### src/rtl/mips_pkg.sv
// Shared MIPS pipeline definitions: datapath width, bubble encoding and IF/ID record type.
package mips_pkg;

    localparam int unsigned XLEN = 32;
    localparam logic [XLEN-1:0] NOP_INSTR = 32'h0000_0000;
    localparam logic [XLEN-1:0] PC_STEP = 32'd4;

    typedef struct packed {
        logic [XLEN-1:0] instr;
        logic [XLEN-1:0] pc_plus4;
        logic            valid;
    } ifid_t;

    typedef enum logic [1:0] {
        IFID_LOAD  = 2'd0,
        IFID_HOLD  = 2'd1,
        IFID_FLUSH = 2'd2
    } ifid_ctl_e;

    function automatic ifid_t ifid_bubble();
        ifid_t b;
        b.instr    = NOP_INSTR;
        b.pc_plus4 = '0;
        b.valid    = 1'b0;
        return b;
    endfunction

endpackage

### src/rtl/if_stage_if.sv
// Instruction-memory bus: fetch address out, combinational instruction word back.
interface if_stage_if #(
    parameter int unsigned XLEN = 32
);
    logic [XLEN-1:0] imem_addr;
    logic [XLEN-1:0] imem_rdata;

    modport master (output imem_addr, input imem_rdata);
    modport slave (input imem_addr, output imem_rdata);
endinterface

### src/rtl/if_id_reg.sv
// IF/ID pipeline register: load a new entry, hold it, or flush to a bubble; resets to a bubble.
module if_id_reg
    import mips_pkg::*;
(
    input  logic      clk,
    input  logic      rst_n,
    input  ifid_ctl_e ctl,
    input  ifid_t     ifid_in,
    output ifid_t     ifid_out
);

    ifid_t ifid_d;
    ifid_t ifid_q;

    always_comb begin
        ifid_d = ifid_q;
        unique case (ctl)
            IFID_LOAD:  ifid_d = ifid_in;
            IFID_HOLD:  ifid_d = ifid_q;
            IFID_FLUSH: ifid_d = ifid_bubble();
            default:    ifid_d = ifid_q;
        endcase
    end

    always_ff @(posedge clk) begin
        if (!rst_n) begin
            ifid_q <= ifid_bubble();
        end else begin
            ifid_q <= ifid_d;
        end
    end

    assign ifid_out = ifid_q;

endmodule

### src/rtl/if_stage.sv
// MIPS instruction-fetch stage: PC register, next-PC selection, fetch counter and misalignment flag.
module if_stage
    import mips_pkg::*;
#(
    parameter int unsigned     XLEN      = mips_pkg::XLEN,
    parameter logic [XLEN-1:0] NOP_INSTR = mips_pkg::NOP_INSTR,
    parameter int unsigned     CNT_W     = 32
) (
    input  logic             clk,
    input  logic             rst_n,
    input  logic [XLEN-1:0]  start_pc,
    input  logic             stall,
    input  logic             redirect_en,
    input  logic [XLEN-1:0]  redirect_target,
    if_stage_if.master       imem,
    output logic [XLEN-1:0]  pc,
    output logic [XLEN-1:0]  ifid_instr,
    output logic [XLEN-1:0]  ifid_pc_plus4,
    output logic             ifid_valid,
    output logic [CNT_W-1:0] fetch_count,
    output logic             misalign_err
);

    logic [XLEN-1:0]  pc_d, pc_q;
    logic [CNT_W-1:0] cnt_d, cnt_q;
    logic             misalign_d, misalign_q;
    logic [XLEN-1:0]  pc_plus4;
    ifid_ctl_e        ifid_ctl;
    ifid_t            ifid_next;
    ifid_t            ifid_cur;

    assign pc_plus4 = pc_q + PC_STEP;

    // Redirect outranks stall: a taken branch must flush even while decode is stalled.
    always_comb begin
        pc_d       = pc_q;
        cnt_d      = cnt_q;
        misalign_d = misalign_q;
        ifid_ctl   = IFID_HOLD;
        if (redirect_en) begin
            pc_d     = {redirect_target[XLEN-1:2], 2'b00};
            ifid_ctl = IFID_FLUSH;
            if (redirect_target[1:0] != 2'b00) begin
                misalign_d = 1'b1;
            end
        end else if (!stall) begin
            pc_d     = pc_plus4;
            cnt_d    = cnt_q + CNT_W'(1);
            ifid_ctl = IFID_LOAD;
        end
    end

    always_comb begin
        ifid_next.instr    = imem.imem_rdata;
        ifid_next.pc_plus4 = pc_plus4;
        ifid_next.valid    = 1'b1;
    end

    always_ff @(posedge clk) begin
        if (!rst_n) begin
            pc_q       <= start_pc;
            cnt_q      <= '0;
            misalign_q <= 1'b0;
        end else begin
            pc_q       <= pc_d;
            cnt_q      <= cnt_d;
            misalign_q <= misalign_d;
        end
    end

    if_id_reg u_if_id_reg (
        .clk      (clk),
        .rst_n    (rst_n),
        .ctl      (ifid_ctl),
        .ifid_in  (ifid_next),
        .ifid_out (ifid_cur)
    );

    assign imem.imem_addr = pc_q;
    assign pc             = pc_q;
    assign ifid_instr     = ifid_cur.instr;
    assign ifid_pc_plus4  = ifid_cur.pc_plus4;
    assign ifid_valid     = ifid_cur.valid;
    assign fetch_count    = cnt_q;
    assign misalign_err   = misalign_q;

endmodule
### src/flat_wrapper.sv
// flat-port wrapper written by rule: the top's interface ports become plain ports
module if_stage_flat import mips_pkg::*;
#(
    parameter int unsigned     XLEN      = mips_pkg::XLEN,
    parameter logic [XLEN-1:0] NOP_INSTR = mips_pkg::NOP_INSTR,
    parameter int unsigned     CNT_W     = 32
)
  (clk, rst_n, start_pc, stall, redirect_en, redirect_target, pc, ifid_instr, ifid_pc_plus4, ifid_valid, fetch_count, misalign_err, imem_imem_addr, imem_imem_rdata);
  if_stage_if #(.XLEN(XLEN)) imem_i ();
  input  logic clk;
  input  logic rst_n;
  input  logic [XLEN-1:0] start_pc;
  input  logic stall;
  input  logic redirect_en;
  input  logic [XLEN-1:0] redirect_target;
  output logic [XLEN-1:0] pc;
  output logic [XLEN-1:0] ifid_instr;
  output logic [XLEN-1:0] ifid_pc_plus4;
  output logic ifid_valid;
  output logic [CNT_W-1:0] fetch_count;
  output logic misalign_err;
  output wire logic [$bits(imem_i.imem_addr)-1:0] imem_imem_addr;
  input wire logic [$bits(imem_i.imem_rdata)-1:0] imem_imem_rdata;
  assign imem_imem_addr = imem_i.imem_addr;
  assign imem_i.imem_rdata = imem_imem_rdata;
  if_stage #(.XLEN(XLEN), .NOP_INSTR(NOP_INSTR), .CNT_W(CNT_W)) u_core (.clk(clk), .rst_n(rst_n), .start_pc(start_pc), .stall(stall), .redirect_en(redirect_en), .redirect_target(redirect_target), .imem(imem_i), .pc(pc), .ifid_instr(ifid_instr), .ifid_pc_plus4(ifid_pc_plus4), .ifid_valid(ifid_valid), .fetch_count(fetch_count), .misalign_err(misalign_err));
endmodule
### config.mk
export PLATFORM = sky130hd
export DESIGN_NAME = if_stage_flat
export DESIGN_NICKNAME = d
export VERILOG_FILES = /design/src/rtl/mips_pkg.sv /design/src/rtl/if_stage_if.sv /design/src/rtl/if_id_reg.sv /design/src/rtl/if_stage.sv /design/src/flat_wrapper.sv
export SDC_FILE = /design/constraint.sdc
export NUM_CORES = 1
export LEC_CHECK = 0
export CORE_UTILIZATION = 54
export CTS_CLUSTER_DIAMETER = 150
export DETAILED_ROUTE_END_ITERATION = 10
export DONT_BUFFER_PORTS = 1
export GPL_TIMING_DRIVEN = 0
export PLACE_DENSITY_LB_ADDON = 0.12
export SETUP_SLACK_MARGIN = 0.15
export SYNTH_ARGS = -nofsm -noshare
export SYNTH_HDL_FRONTEND = slang
export SYNTH_SLANG_ARGS = --single-unit
### constraint.sdc
create_clock -name clk -period 2.3 [get_ports clk]
set_clock_uncertainty 0.1 [all_clocks]
set_input_delay 0.23 -clock clk [delete_from_list [all_inputs] [get_ports clk]]
set_output_delay 0.23 -clock clk [all_outputs]
set_load 0.05 [all_outputs]
## Word level (Yosys, flattened, before mapping)

Cells that the tools add are included.

| storage, ports and cells | value |
|---|---|
| register bits | 130 |
| output and inout bits | 162 |
| word-level logic and storage cells | 23 |

| cells by class | value |
|---|---|
| add/sub/neg operators | 2 |
| equality and inequality tests | 2 |
| mux-type cells | 6 |
| bitwise gates (word level) | 2 |
| reductions and logical operators | 5 |

Operators by type and width:

| kind | count |
|---|---|
| case mux 65 bit (2 select lines) | 1 |
| 2-to-1 mux 32 bit | 3 |
| adder 32 x 1 -> 32 bit (second input constant) | 1 |
| adder 32 x 3 -> 32 bit (second input constant) | 1 |
| AND reduction 2 bit | 2 |
| nonzero test 2 bit | 2 |
| inequality test 3 x 2 -> 1 bit (second input constant) | 1 |
| == test 2 bit (second input constant) | 1 |
| zero test 2 bit | 1 |
| 2-to-1 mux 2 bit | 1 |
| NOT 1 bit | 2 |
| 2-to-1 mux 1 bit | 1 |

## Longest topological paths before layout

Gate-level depths: netlist (run 1).

| depth | value |
|---|---|
| depth in word-level cells | 4 |
| depth in mapped cells | 7 |
| mapped depth without buffers | 6 |

## Modules after synthesis

From an unflattened synthesis (run 1), not the netlist that was laid out.

| second synthesis, totals | value |
|---|---|
| cells, all modules | 711 |
| area total of the unflattened synthesis | 6500.0 µm² |

Modules (own cells, without submodules):

| module | times used | cells each | area each (µm²) | sequential area each (µm²) |
|---|---|---|---|---|
| if_stage | 1 | 422 | 3938.8 | 1621.6 |
| if_id_reg | 1 | 289 | 2561.2 | 1301.2 |

## Worst setup path after synthesis (run 1)

Ideal clock, no wire load.

| timing | value |
|---|---|
| path type | flip-flop to flip-flop |
| from | reg u_core.pc_q[2] (netlist: u_core.imem.imem_addr[2]) |
| to | reg u_core.pc_q[28] (netlist: u_core.imem.imem_addr[28]) (data pin) |
| arrival time | 2.128 ns |
| setup slack | -0.194 ns |
| stages on the path, launching flop included | 8 |
| path buffers | 1 |
| period minus slack after synthesis | 2.494 ns |
| cell sequence | edfxtp_1 ha_1 nand3_1 or3_1 buf_2 nor3_2 xnor2_1 o21ai_1 |

| on the way | value |
|---|---|
| cells in the longest elaborated chain, start to end | 4 |

RTL lines:

| what | RTL line | source |
|---|---|---|
| from (decl) | if_stage.sv:24 | `logic [XLEN-1:0] pc_d, pc_q;` |
| from (signal assigned) | if_stage.sv:61 | `pc_q <= start_pc;` |
| from (signal assigned) | if_stage.sv:65 | `pc_q <= pc_d;` |
| adder 32 x 3 -> 32 bit | if_stage.sv:32 | `assign pc_plus4 = pc_q + PC_STEP;` |
| 2-to-1 mux 32 bit | if_stage.sv:46 | `end else if (!stall) begin` |
| 2-to-1 mux 32 bit | if_stage.sv:40 | `if (redirect_en) begin` |
| 2-to-1 mux 32 bit | if_stage.sv:60 | `if (!rst_n) begin` |

Every way passes these cells. The select of a mux whose other input is x is not followed.
A chain may end at the register's enable or synchronous reset.

## Final worst setup path (run 1)

| timing | value |
|---|---|
| from | reg u_core.pc_q[2] (netlist: u_core.imem.imem_addr[2]) |
| to | reg u_core.pc_q[30] (netlist: u_core.imem.imem_addr[30]) (data pin) |

Same word-level chain as after synthesis.

==> qor.yml, run 1 <==
std_cell_rows: 38
nNetsFinal: 875
relSlewSlack: 0.410
synth_commonest_cells: "dfxtp_1 (98), nor2_1 (93), o21ai_0 (39), mux2i_1 (37), a21oi_1 (34)"
final_util: 0.777
cp.required_ps: 2470
synthCells: 632
n_fill_cell: 705
avgSynthCellArea_um2: 9.54
r2r_cells: 7
setup_violations: 44
synth-edff-count: 32
p_leak_nw: 3.37
antenna_found_initial: 0
grt_pass1_wl_mm: 28.6
async_flop_share: 0
route.detailed.drc: 0
status: "finished with violations"
insertion_delay_ps: 540
antennaDiodeCount: 0
core_area_um2: 10800
cts_root_buffer: "clkbuf_8"
clock-sinks: 130
syn-num-nets: 734
synth_most_common_cell: "dfxtp_1"
power_density_nw_per_um2: 813
ys_seq_area_frac: 0.485
start_kind: "flop"
final_cells: 926
cp_max_fo: 7
hp-class: "primary input to flop"
drtPass1Iterations: 5
synth_adder_area_share: 0.00415
min_period_ps: 2590
finalWorstSetupSlack_ps: -294
hold_viol: 0
drt_iter0_drc: 421
globalplace.congestion: 0.832
cts_max_level: 4
synth_top_area_frac: 0.326
total_power_mw: 6.84
fmax_mhz: 386
worstPathCellList: "ha_4, nand3_4, or3_1, buf_6, nor3_4, xnor2_2, o21ai_1"
die_width_um: 108
routed_wl_mm: 19.7
grt_usage: 0.330
regArea_um2: 2950
violations: "negative setup slack"
netlist_area_um2: 6030
io_buffers: 0
cts_tree: "done"
grt_pass1_vias: 5519
cts_buffers: 17
cp-end-kind: "flop"
viasPerCell: 5.99
rsz0062_at_grt: "true"
area_growth_pct: 39.7
die_area_um2: 11600
ant_nets: 0
path_clk_slew_ps: 60
synth_mux_area_frac: 0.0745
crit_path_top_delay_cell: "edfxtp_1"
synthFlopType: "dfxtp_1"
grt_max_degree: 31
path_class: "flop to flop"
ir_drop_uv: 507
avgRoutedWirePerCell_um: 21.3
synth_top_family_by_area: "simple AND/OR/NAND/NOR gates"
finalCritPeriodShare: 1.13
cap_violations: 0
dr_total_vias: 5548
start_util: 0.556
yosys.area_share.simple: 0.190
clockBufferDepth: 2
yosysTopAreaCell: "dfxtp_1"
synthTopCellsByArea: "dfxtp_1 (33%), edfxtp_1 (16%), mux2i_1 (6.1%)"
synth_xor_area_frac: 0.0799
cpPeakStageDelay_ps: 890
worst_pin_slew_ps: 884
cp.arrival_ps: 2760
hpwlAfterDp_mm: 12.0
ios: 262
synth_compound_gate_area_share: 0.101
ys_warn_count: 0
hold_depth: 4
multi_input_area_um2: 3090
slew_viol_final: 0
layout-drive-gt1-share: 0.211
die_h_um: 108
ys_types: 43
ys_ff_latch: 130
overflow: 0
placed_cells: 772
state kept, by name, indices dropped and copies added, names as in the netlist:
name / flops
u_core.fetch_count: 32
u_core.imem.imem_addr: 32
u_core.misalign_err: 1
u_core.u_if_id_reg.ifid_out: 65
worst max-delay path: cells and delay by family (launching register included):
kind,cells,cell delay (ps)
AO/OA/AOI/OAI,1,80
AND/OR/NAND/NOR,3,650
buffers and inverters,1,170
XOR/XNOR,1,160
adder cells (fa/ha/maj),1,260
flip-flops,1,890
final cells by class:
type	count	share of cell area
Timing Repair Buffer	122	0.142
Inverter	7	0.00312
Clock inverter	12	0.0166
Buffer	65	0.0452
Tap cell	140	0.0208
Sequential cell	130	0.350
Multi-Input combinational cell	430	0.367
Clock buffer	20	0.0556
cell usage in the layout, fill, tap and decap left out, drive strengths merged, types with 5 or more instances in the layout:
cell type / count
a21oi: 34
a22oi: 10
dfxtp: 98
clkbuf: 45
o21ai: 47
edfxtp: 32
and4: 12
xnor2: 28
and3: 8
nand3: 20
nor2: 93
nand2: 31
inv: 12
xor2: 27
nor4: 5
mux2: 7
nor3: 9
nor2b: 5
nand4: 21
buf: 64
and2: 7
dlygate4sd3: 98
mux2i: 37
or3: 6
stage by stage:
step | instance area (um^2) | TNS [ps] | setup WS [ps] | hold WS [ps]
2_1_floorplan | 6060 | -687 | -139 | 274
3_3_place_gp | 6240 | -19390 | -410 | 276
3_5_place_dp | 6240 | -20390 | -434 | 283
4_1_cts | 8220 | -2750 | -185 | 64.2
5_1_grt | 8420 | -10190 | -377 | 103
6_report | 8420 | -7320 | -294 | 68.4
worst paths after layout:
check | from | slack, ps | to
setup reg to reg | u_core.imem.imem_addr[2] | -290 | u_core.imem.imem_addr[30]
hold reg to reg | u_core.fetch_count[1] | 550 | u_core.fetch_count[1]
hold / removal | redirect_en | 70 | u_core.fetch_count[3]
setup / recovery | u_core.imem.imem_addr[2] | -290 | u_core.imem.imem_addr[30]
metal layers:
metal	GRT usage	up-vias	wire [um]
met3	0.0950	59	2050
li1	-	2496	-
met1	0.371	2633	7000
met2	0.565	360	10100
met5	0	-	0
met4	0.171	0	580
report_power, final:
part	switching, mW	internal (mW)
Combinational	0.589	0.420
Clock	1.10	1.69
Sequential	0.574	2.47
kinds of logic (layout without fill, tap and decap cells):
family,Yosys count,after routing
adders and majority gates,2,2
buffers and inverters,72,226
muxes,44,44
DFF,130,130
and+or+nand+nor,223,223
xor gates and xnor gates,55,55
AOI/OAI and AO/OA,106,106
timing repair:
item,CTS,global route
resized for setup,66,34
hold endpoints to repair,67,0
setup endpoints to repair,87,94
hold buffers,98,0
pin swaps,32,21
buffers inserted,15,9
Power figures use the tool's default switching activity.
==> run 2, diff against run 1 <==
--- a/config.mk
+++ b/config.mk
@@ -5,10 +5,11 @@
 export SDC_FILE = /design/constraint.sdc
 export NUM_CORES = 1
 export LEC_CHECK = 0
-export CORE_UTILIZATION = 54
+export CORE_UTILIZATION = 55
 export CTS_CLUSTER_DIAMETER = 150
 export DETAILED_ROUTE_END_ITERATION = 10
 export DONT_BUFFER_PORTS = 1
+export GPL_ROUTABILITY_DRIVEN = 0
 export GPL_TIMING_DRIVEN = 0
 export PLACE_DENSITY_LB_ADDON = 0.12
 export SETUP_SLACK_MARGIN = 0.15
==> run 2 against run 1 <==
The run still ends with negative setup slack left. Sequential share of layout area is 0.56 points lower. Final cell count increased by 0.76%. Register-to-register slack lost 70 ps. Clock power about the same. Routed wire length increased by 5.4%. Combinational power grew 4%. Flip-flop and latch count did not move. Die area is 1.8% lower. Largest power group unchanged.
==> qor.yml, run 2 (synthesized netlist as in run 1, its figures left out) <==
status: "finished with violations"
violations: "negative setup slack"
slew_viol_final: 0
r2r_start: "u_core.imem.imem_addr[2]"
io_buffers: 0
path_clk_slew_ps: 60
grt_max_degree: 31
place_ws_ps: -455
worst_pin_slew_ps: 873
area_growth_pct: 42.0
fmax_mhz: 376
grt_pass1_vias: 5747
finalSetupTns_ps: -7990
routed_wl_mm: 20.8
viasPerCell: 6.08
cp.arrival_ps: 2830
die_area_um2: 11400
final_common_cell: "dlygate4sd3_1"
power_density_nw_per_um2: 807
start_util: 0.576
layout.cells.most_common_list: "dlygate4sd3_1 (98), nor2_1 (89), dfxtp_1 (77)"
clock-sinks: 130
cap_violations: 0
std_cell_rows: 37
finalCritPeriodShare: 1.16
cp-startpoint: "u_core.imem.imem_addr[2]"
start_kind: "flop"
finalWorstSetupSlack_ps: -362
final_cells: 933
cts_root_buffer: "clkbuf_8"
nNetsFinal: 884
total_power_mw: 6.91
cpPeakStageDelay_ps: 860
grt_usage: 0.342
die_h_um: 107
avgRoutedWirePerCell_um: 22.2
core_area_um2: 10500
die_width_um: 107
crit_family: "flip-flops"
setup_violations: 45
cts_buffers: 17
drtPass1Iterations: 5
crit_buf_inv: 1
insertion_delay_ps: 520
dr_total_vias: 5675
path_class: "flop to flop"
cts_max_level: 4
hpwlAfterDp_mm: 12.3
cp-end-kind: "flop"
crit_path_top_delay_cell: "edfxtp_1"
n_fill_cell: 578
relSlewSlack: 0.418
grt_pass1_wl_mm: 29.7
placed_cells: 768
ant_nets: 0
worstPathCellList: "ha_4, nand3_4, nor4b_4, buf_4, xnor2_2, a221o_1"
cp.required_ps: 2470
hold_start: "redirect_en"
ir_drop_uv: 499
cp_max_fo: 7
hp-class: "primary input to flop"
overflow: 0
route.detailed.drc: 0
rsz0062_at_grt: "true"
cts_tree: "done"
drt_iter0_drc: 429
antenna_found_initial: 1
p_leak_nw: 3.48
clockBufferDepth: 2
largest_reg_flops: 65
layout-drive-gt1-share: 0.236
hold_viol: 0
min_period_ps: 2660
ios: 262
==> run 2: per-layer routing <==
metal | part of all wire | vias up | track usage
met1 | 0.35 | 2697 | 0.359
met5 | 0 | - | 0
met2 | 0.51 | 395 | 0.611
met4 | 0.037 | 0 | 0.158
met3 | 0.099 | 77 | 0.120
li1 | - | 2506 | -
==> run 2: worst paths after layout <==
path / endpoint / slack [ps] / cells past startpoint
hold reg to reg: u_core.fetch_count[1] / 540 / 2
hold / removal: u_core.u_if_id_reg.ifid_out[24] / 4 / 3
setup / recovery: u_core.imem.imem_addr[18] / -360 / 6
setup reg to reg: u_core.imem.imem_addr[18] / -360 / 6
==> run 2: final cells by class <==
cell class / instances / area, um^2 / area share
clock buffers: 20 / 478 / 0.0558
plain buffers: 65 / 382 / 0.0446
multi-input cells: 430 / 3140 / 0.367
clock inverters: 12 / 136 / 0.0159
repair buffers: 131 / 1270 / 0.148
inverters: 7 / 26.3 / 0.00307
diodes: 2 / 5.00 / 0.000585
well taps: 136 / 170 / 0.0199
flip-flops and latches: 130 / 2950 / 0.345
==> run 2: repair_timing <==
item                                    in CTS  in global routing
hold buffers                                98                  0
endpoints found under the setup margin      90                 93
setup buffers                               20                 13
endpoints found under the hold margin       67                  0
pin swaps                                   38                 28
gates resized for setup                     65                 52
==> run 2: power by group <==
part           total [mW]  internal (mW)  switching (mW)
clock network        2.80           1.72            1.08
logic                1.05          0.442           0.609
registers            3.06           2.47           0.584
total                6.91           4.64            2.27
==> run 2: tightest hold or removal path, cell delays in order <==
cell     delay (ps)
nor2_2           90
o21ai_0         110
o21ba_4         150
==> run 2: through the flow <==
stage | util | hold WS (ps) | area [um^2]
floorplan | - | 274 | 6060
global placement | 0.596 | 275 | 6230
detailed placement | 0.596 | 284 | 6230
CTS | 0.789 | 58.1 | 8260
global route | 0.818 | 2.22 | 8560
finish | 0.818 | 4.00 | 8560
==> RTL edit: new RTL, config.mk and constraints of run 2 <==
Register the output `fetch_count` once more, without a reset; this adds one clock of latency there. The other outputs are not delayed to match.
--- a/src/rtl/if_stage.sv
+++ b/src/rtl/if_stage.sv
@@ -82,5 +82,7 @@
     assign ifid_pc_plus4  = ifid_cur.pc_plus4;
     assign ifid_valid     = ifid_cur.valid;
-    assign fetch_count    = cnt_q;
+    always_ff @(posedge clk) begin
+        fetch_count <= cnt_q;
+    end
     assign misalign_err   = misalign_q;
 
Formal check against the unedited RTL: not equivalent (a bounded check fails within 4 cycles, from zero or initial values and one cycle with rst_n low).
==> RTL edit against run 2 <==
- critical path type unchanged
- setup slack improved by 190 ps
- area after synthesis increased by 12%
- die area increased by 12%
- the flow still finishes with violations (setup timing)
- cell area increased by 6.7%
- power increased by 6.2%
- sequential cell count increased by 32
- wire length decreased by 2.1%
==> RTL edit: results (changes against run 2) <==
The run gives -3042 ps (+4953 ps) as the setup TNS. The number of buffers inserted for hold repair after clock tree synthesis was 87 (-11%); the worst-case vdd ir drop was 0.0004912 V (-1.5%). The checks that failed: setup timing. The wire length of the first global-routing pass came out at 30.55 mm (+2.8%). The number of vias in the routed layout was 5861 (+3.3%).

Post-detailed-placement half-perimeter wirelength: 12.76 mm (+4.1%). The switching power as a share of total power came out at 33.28% (+0.39 points). The proportion of layout cells with a drive suffix above 1 was 21.68% (-2.0 points). The tools report the remaining max-slew budget at the tightest pin as 37.66% (-4.1 points). The biggest fanout along the worst timing path is 8 (+1), and the leakage power is 3.603 nW (+3.5%). The number of CTS-inserted buffers came out at 17 (unchanged).

The setup slack after layout was -175.7 ps (+186.0 ps). The beginning of the worst register-to-register path is u_core.imem.imem_addr[9]. The run finished, with violations left. The number of nets in the layout came out at 924 (+4.5%). For the design internal power, the log shows 4.893 mW (+5.6%).

The delay of the slowest critical-path stage works out to 920 ps (+60 ps). The tools report the worst hold margin as 14.99 ps (+10.98 ps). Destination of the worst hold path: u_core.imem.imem_addr[2]. The number of instances in the synthesized netlist was 680 (+7.6%); the combined global-route utilization of all metal layers was 31.50% (-2.7 points). Portion of total power attributed to the clock network: 36.1% (-4.4 points). The per-cell routed wire length was 20.68 um (-7.0%). The sequential-to-total area share from yosys stat is 52.77% (+4.3 points).

The logs give 48 (+12%) for the count of different cell masters after synthesis and 2550 ps (-280 ps) for the endpoint arrival time on the critical path. The number of design-rule violations left by the first detailed-router iteration was 380 (-11%); the number of cells on the worst hold path was 2 (-1). The net count after synthesis was 782 (+6.5%). The worst hold path begins at redirect_target[2]. The clock insertion delay at the later pin of the skew report came out at 430 ps (-90 ps). By count the netlist is led by sky130_fd_sc_hd__dfxtp_1, sky130_fd_sc_hd__nor2_1, sky130_fd_sc_hd__o21ai_0. The placed instance count is 827 (+7.7%), and the post-detailed-placement cell area is 0.007032 sq mm (+13%). Following the worst setup path forward leads to its endpoint at u_core.imem.imem_addr[17]. The final-report setup violation count came out at 35 (-22%). Sorting the synthesized cells by area gives the leading types as sky130_fd_sc_hd__dfxtp_1, sky130_fd_sc_hd__edfxtp_1, sky130_fd_sc_hd__mux2i_1. The tools report the routed wire length as 20.33 mm (-2.1%).

The logic depth of the worst register-to-register path was 5 (-1); the count of buffers added by post-CTS timing repair for setup was 26 (+30%). The worst-case setup slack after placement was -467.3 ps (-12.33 ps); the number of gates resized after cts was 48 (-26%).
## RTL edit: layer usage
metal	share of wire, %	wire length, um	track usage [%]
met1	38	7740	34.35
met2	50	10160	55.56
met3	8.4	1716	9.373
met4	3.5	707	16.09
met5	0	0	0
## RTL edit: area by class of cell
class	instances	area [sq um]
clock buffer	17	425.4
multi-input combinational	440	3198
inverter	9	33.78
antenna	1	2.502
clock inverter	15	125.1
timing repair buffer	123	1191
tap	147	183.9
buffer	69	407.9
sequential	162	3563
fill	789	2880
## RTL edit: logic make-up (layout without fill, tap and decap cells)
group	Yosys count	count (layout)	share of synthesized area, %
buf+inv	78	233	6.374
xor+xnor	49	49	6.355
other cells	0	1	0
compound gates	113	113	10.10
mux	43	43	6.429
simple gates	233	233	17.60
flops	162	162	52.77
fa+ha+maj	2	2	0.3705
